**src/rtl/pipeline_stall_controller_pkg.sv**
```systemverilog
`default_nettype none
// ============================================================================
// Module      : pipeline_stall_controller_pkg
// Description : Shared opcode fields and state encoding for the stall controller.
// Revision    : 1.0 - initial release
// ============================================================================
package pipeline_stall_controller_pkg;

    localparam logic [4:0] OPC_ALU   = 5'b00000;
    localparam logic [4:0] ALUOP_MUL = 5'b00110;
    localparam logic [4:0] ALUOP_DIV = 5'b00111;
    localparam logic [4:0] OPC_LW    = 5'b01000;

    localparam logic [0:0] ST_RUN     = 1'b0;
    localparam logic [0:0] ST_MD_WAIT = 1'b1;

    function automatic logic is_md_op(input logic [31:0] insn);
        return (insn[31:27] == OPC_ALU) &&
               ((insn[6:2] == ALUOP_MUL) || (insn[6:2] == ALUOP_DIV));
    endfunction

endpackage
`default_nettype wire

```
**src/rtl/sat_counter.sv**
```systemverilog
`default_nettype none
// ============================================================================
// Module      : sat_counter
// Description : Up-counter with increment enable that sticks at all-ones.
// Revision    : 1.0 - initial release
// ============================================================================
module sat_counter #(
    parameter int CNT_W = 16
) (
    input  logic             clock,
    input  logic             reset_n,
    input  logic             i_inc,
    output logic [CNT_W-1:0] o_count
);

    logic [CNT_W-1:0] r_count;

    always_ff @(posedge clock or negedge reset_n) begin
        if (!reset_n) begin
            r_count <= '0;
        end else if (i_inc && (r_count != '1)) begin
            r_count <= r_count + CNT_W'(1);
        end
    end

    assign o_count = r_count;

endmodule
`default_nettype wire

```
**src/rtl/pipeline_stall_controller.sv**
```systemverilog
`default_nettype none
// ============================================================================
// Module      : pipeline_stall_controller
// Description : Prioritises branch flush, mult/div wait and load-use stall into
//               pipeline-register enables; owns the mult/div handshake.
// Revision    : 1.0 - initial release
// ============================================================================
module pipeline_stall_controller
    import pipeline_stall_controller_pkg::*;
#(
    parameter int MD_TIMEOUT = 64,
    parameter int CNT_W      = 16
) (
    input  logic             clock,
    input  logic             reset_n,
    input  logic [31:0]      dx_insn,
    input  logic             load_use_hazard,
    input  logic             branch_taken,
    input  logic             md_result_rdy,
    output logic             pc_we,
    output logic             fd_we,
    output logic             dx_we,
    output logic             fd_flush,
    output logic             dx_flush,
    output logic             xm_bubble,
    output logic             ctrl_mult,
    output logic             ctrl_div,
    output logic             md_busy,
    output logic             md_timeout_err,
    output logic [CNT_W-1:0] stall_cnt,
    output logic [CNT_W-1:0] flush_cnt
);

    localparam int                  c_wait_w    = (MD_TIMEOUT > 2) ? $clog2(MD_TIMEOUT) : 1;
    localparam logic [c_wait_w-1:0] c_wait_last = c_wait_w'(MD_TIMEOUT - 1);

    logic [0:0]          r_state;
    logic [c_wait_w-1:0] r_wait_cnt;
    logic                r_ctrl_mult;
    logic                r_ctrl_div;
    logic                r_md_timeout_err;

    logic w_md_op;
    logic w_is_div;
    logic w_timeout;
    logic w_start;
    logic w_stall_inc;
    logic w_flush_inc;
    logic w_unused_insn;

    assign w_md_op       = is_md_op(dx_insn);
    assign w_is_div      = (dx_insn[6:2] == ALUOP_DIV);
    assign w_unused_insn = &{1'b0, dx_insn[26:7], dx_insn[1:0]};
    assign w_timeout     = (r_state == ST_MD_WAIT) && (r_wait_cnt == c_wait_last);
    assign w_start       = (r_state == ST_RUN) && !branch_taken && w_md_op;
    assign w_flush_inc   = (r_state == ST_RUN) && branch_taken;
    assign w_stall_inc   = !pc_we;

    always_comb begin
        pc_we     = 1'b1;
        fd_we     = 1'b1;
        dx_we     = 1'b1;
        fd_flush  = 1'b0;
        dx_flush  = 1'b0;
        xm_bubble = 1'b0;
        md_busy   = 1'b0;
        if (r_state == ST_RUN) begin
            if (branch_taken) begin
                fd_flush = 1'b1;
                dx_flush = 1'b1;
            end else if (w_md_op) begin
                pc_we     = 1'b0;
                fd_we     = 1'b0;
                dx_we     = 1'b0;
                xm_bubble = 1'b1;
            end else if (load_use_hazard) begin
                pc_we    = 1'b0;
                fd_we    = 1'b0;
                dx_flush = 1'b1;
            end
        end else begin
            md_busy = 1'b1;
            // A coincident result wins over the timeout, so it retires normally.
            if (!md_result_rdy && !w_timeout) begin
                pc_we     = 1'b0;
                fd_we     = 1'b0;
                dx_we     = 1'b0;
                xm_bubble = 1'b1;
            end else if (!md_result_rdy) begin
                dx_flush = 1'b1;
            end
        end
    end

    always_ff @(posedge clock or negedge reset_n) begin
        if (!reset_n) begin
            r_state          <= ST_RUN;
            r_wait_cnt       <= '0;
            r_ctrl_mult      <= 1'b0;
            r_ctrl_div       <= 1'b0;
            r_md_timeout_err <= 1'b0;
        end else begin
            r_ctrl_mult <= 1'b0;
            r_ctrl_div  <= 1'b0;
            if (r_state == ST_RUN) begin
                if (w_start) begin
                    r_state     <= ST_MD_WAIT;
                    r_wait_cnt  <= '0;
                    r_ctrl_mult <= !w_is_div;
                    r_ctrl_div  <= w_is_div;
                end
            end else begin
                r_wait_cnt <= r_wait_cnt + c_wait_w'(1);
                if (md_result_rdy || w_timeout) begin
                    r_state <= ST_RUN;
                end
                if (w_timeout && !md_result_rdy) begin
                    r_md_timeout_err <= 1'b1;
                end
            end
        end
    end

    assign ctrl_mult      = r_ctrl_mult;
    assign ctrl_div       = r_ctrl_div;
    assign md_timeout_err = r_md_timeout_err;

    sat_counter #(
        .CNT_W (CNT_W)
    ) u_stall_cnt (
        .clock   (clock),
        .reset_n (reset_n),
        .i_inc   (w_stall_inc),
        .o_count (stall_cnt)
    );

    sat_counter #(
        .CNT_W (CNT_W)
    ) u_flush_cnt (
        .clock   (clock),
        .reset_n (reset_n),
        .i_inc   (w_flush_inc),
        .o_count (flush_cnt)
    );

endmodule
`default_nettype wire

```
**config.mk**
```make
export PLATFORM = sky130hd
export DESIGN_NAME = pipeline_stall_controller
export DESIGN_NICKNAME = d
export VERILOG_FILES = /design/src/rtl/pipeline_stall_controller_pkg.sv /design/src/rtl/sat_counter.sv /design/src/rtl/pipeline_stall_controller.sv
export SDC_FILE = /design/constraint.sdc
export NUM_CORES = 1
export LEC_CHECK = 0
export CAP_MARGIN = 0
export CORE_ASPECT_RATIO = 0.7
export CORE_MARGIN = 10
export CORE_UTILIZATION = 25
export CTS_BUF_LIST = sky130_fd_sc_hd__clkbuf_4 sky130_fd_sc_hd__clkbuf_8
export DETAILED_ROUTE_END_ITERATION = 10
export PLACE_DENSITY = 0.54
export SLEW_MARGIN = 20
export SYNTH_ARGS = -nofsm -noshare
export SYNTH_HDL_FRONTEND = slang
export SYNTH_HIERARCHICAL = 1
export SYNTH_SLANG_ARGS = --single-unit
export TNS_END_PERCENT = 100
```
**constraint.sdc**
```tcl
create_clock -name clock -period 4.72 [get_ports clock]
set_input_delay 0.944 -clock clock [delete_from_list [all_inputs] [get_ports clock]]
set_output_delay 0.944 -clock clock [all_outputs]
set_load 0.005 [all_outputs]
```
==> impl_metrics.yaml <==
worst_setup_path:
  crit_path_max_incr_delay_ns: 0.46
  cp.arrival_ns: 2.91
  crit_required_ns: 3.78
  startpoint_type: "input pin"
  path_max_fanout: 3
  crit_chain: "clkdlybuf4s50_1 > or3_4 > or3_1 > a311o_1 > clkdlybuf4s50_1"
  worst-path-buf-inv: 2
  path_common_cell: "clkdlybuf4s50_1"
  crit_path_top_delay_cell: "clkdlybuf4s50_1"
  endpoint_kind: "primary output"
  crit_family: "buffers and inverters"
  path_class: "in -> out"
synth:
  synth_flop_cell: "dfrtp_1"
  async_flop_share: 1.00
  syn_nets: 242
  synth_area_leader_cell: "dfrtp_1"
  synth_area_leaders: "dfrtp_1, xnor2_1, nand4_1"
  synth_edf_count: 0
  syn-cell-area_um2: 2280
  synth_top_area_frac: 0.460
  yosys_warnings: 6
  synth_cell_types: 47
  synth.avg_cell_area_um2: 11.3
  postSynthCellCount: 202
  ys_seq_elements: 42
  ys_seq_area_frac: 0.460
clocking:
  cts_sinks: 42
  cts_root_buffer: "clkbuf_8"
  clock_latency_ns: 0.29
  cts_buffers: 5
  clock_path_buffers: 2
  postCtsSetupRepairBufs: 0
  cts_tree: "yes"
  cts_hold_buf: 0
  clk_pin_slew_ns: 0.08
  h-tree-depth: 2
  ctsResizeCount: 0
final_layout:
  fillers: 952
  multi_input_area_um2: 1220
  final_common_cell: "clkdlybuf4s50_1"
  fin_cells: 389
  layout_common_cells: "clkdlybuf4s50_1, dfrtp_1, nand2_1, nand4_1, nand3_1"
  drive_above_1_share: 0.140
  diodes: 0
  area_growth_pct: 35.9
  seq_area_um2: 1050
  layout.nets: 304
routing:
  first_pass_iters: 4
  final_antenna_net_count: 0
  avgRoutedWirePerCell_um: 15.1
  wl_um: 5890
  drcViolationCount: 0
  drtIter0Drc: 91
  vias: 1866
  vias_per_cell: 4.80
global_routing:
  grt_pass1_vias: 1864
  grt_start_max_net_pins: 43
  grt_pass1_wl_um: 9740
  antenna_found_initial: 0
  overflow: 0
  grt_usage: 0.0884
pwr:
  cellLeakagePower_nw: 1.23
  switchingPower_mw: 0.335
  swShare: 0.313
  p_seq_frac: 0.477
  finalPower_mw: 1.07
  clkPwrFrac: 0.275
  p_int_mw: 0.735
  vdd_drop_max_mv: 0.213
  combPwrFrac: 0.248
  pwr_density_cell_nw_per_um2: 345
placed_design:
  dp_worst_setup_slack_ns: 0.854
  dp_cells: 381
  gp_congestion: 0.751
  portBuffers: 56
  dpl.hpwl_um: 4490
floorplanning:
  start_util: 0.254
  die_h_um: 100
  io_pins: 79
  die_x_um: 134
  die-area_um2: 13400
  placementRows: 29
  core_region_area_um2: 9000
timing:
  whs_ns: 0.476
  fin_ws_ns: 0.862
  finalSetupViolCount: 0
  max_freq_ghz: 0.259
  skew_ns: 0.0149
  worst_pin_slew_ns: 0.967
  rsz0062_at_grt: "no"
  worst_slew_margin_rel: 0.355
  finalSetupTns_ns: 0
  report.final.slew_viol_count: 0
  fin_crit_sh: 0.817
  finalHoldViolCount: 0
  min_period_ns: 3.86
status:
  status: "finished, final reports clean"
hold_path:
  min_path_type: "reg -> reg"
flow_run:
  maxCapViolCount: 0
[flip-flops by register name, summed over array words and instances, names as in the netlist]
signal / flops
u_stall_cnt/o_count: 16
r_wait_cnt: 6
ctrl_mult: 1
u_flush_cnt/o_count: 16
md_timeout_err: 1
ctrl_div: 1
r_state: 1
[metrics by stage]
step,cell area [µm²],utilization
final,3110,0.345
after global routing,3110,0.345
after CTS,3110,0.345
after detailed placement,2990,0.332
after global placement,2990,0.332
after floorplan,2280,-
[area by class of cell]
type | instances | area share
tap | 124 | 0.0500
multi-input combinational | 157 | 0.392
inverter | 1 | 0.00121
clock inverter | 2 | 0.0121
sequential | 42 | 0.338
clock buffer | 6 | 0.0246
timing repair buffer | 57 | 0.181
[power groups by stage]
| stage | logic (mW) | registers [mW] | clock network (mW) |
|---|---|---|---|
| after floorplan | 0.112 | 0.503 | 0 |
| after global placement | 0.265 | 0.516 | 0 |
| after detailed placement | 0.270 | 0.518 | 0 |
| after CTS | 0.273 | 0.512 | 0.308 |
| after global routing | 0.297 | 0.525 | 0.325 |
| final | 0.265 | 0.510 | 0.295 |
[routing by layer]
metal / vias up / part of all wire / global-route usage
met3: 2 / 0.075 / 0.0459
met5: - / 0 / 0
li1: 916 / - / -
met2: 42 / 0.39 / 0.121
met1: 906 / 0.53 / 0.120
met4: 0 / 0.0032 / 0.0192
[cell usage after synthesis, types with 2 or more instances]
cell,number
nor4_4,4
nand4_1,16
nand4_4,2
a31oi_1,6
and4_4,2
a32oi_1,2
nand3_4,2
nand2_1,16
nand4_2,2
a21oi_1,6
nor4_2,2
o22ai_1,3
ha_1,3
nand3_1,13
and3_1,5
xnor2_1,12
nor3_2,2
and4b_1,2
o31ai_4,2
or2_2,4
nor2_2,2
o21ai_0,4
o21a_1,10
and4_1,2
nor2_1,6
and4_2,2
xor2_1,5
o211ai_1,4
dfrtp_1,42
mux2_1,2
[logic make-up (layout without fill, tap and decap cells)]
| kind of cell | Yosys count | in the layout | synth area share |
|---|---|---|---|
| AND/OR/NAND/NOR | 94 | 94 | 0.308 |
| flip-flops | 42 | 42 | 0.460 |
| AO/OA/AOI/OAI | 41 | 41 | 0.134 |
| XOR/XNOR | 17 | 17 | 0.0652 |
| adder cells (fa/ha/maj) | 3 | 3 | 0.0164 |
| buffers and inverters | 3 | 66 | 0.00657 |
| multiplexers | 2 | 2 | 0.00986 |
[path summary, 6_finish.rpt]
path / start / to / slack (ns) / depth (start not counted)
worst min register to register: md_timeout_err / md_timeout_err / 0.48 / 1
worst max-delay path: dx_insn[28] / dx_flush / 0.86 / 5
min in group asynchronous: reset_n / u_flush_cnt/o_count[3] / 0.80 / 1
worst min-delay path: md_timeout_err / md_timeout_err / 0.48 / 1
max in group asynchronous: reset_n / u_stall_cnt/o_count[9] / 3.31 / 1
worst max register to register: r_wait_cnt[0] / u_stall_cnt/o_count[5] / 2.06 / 8
Note: power is estimated with default switching activity, not from simulation.
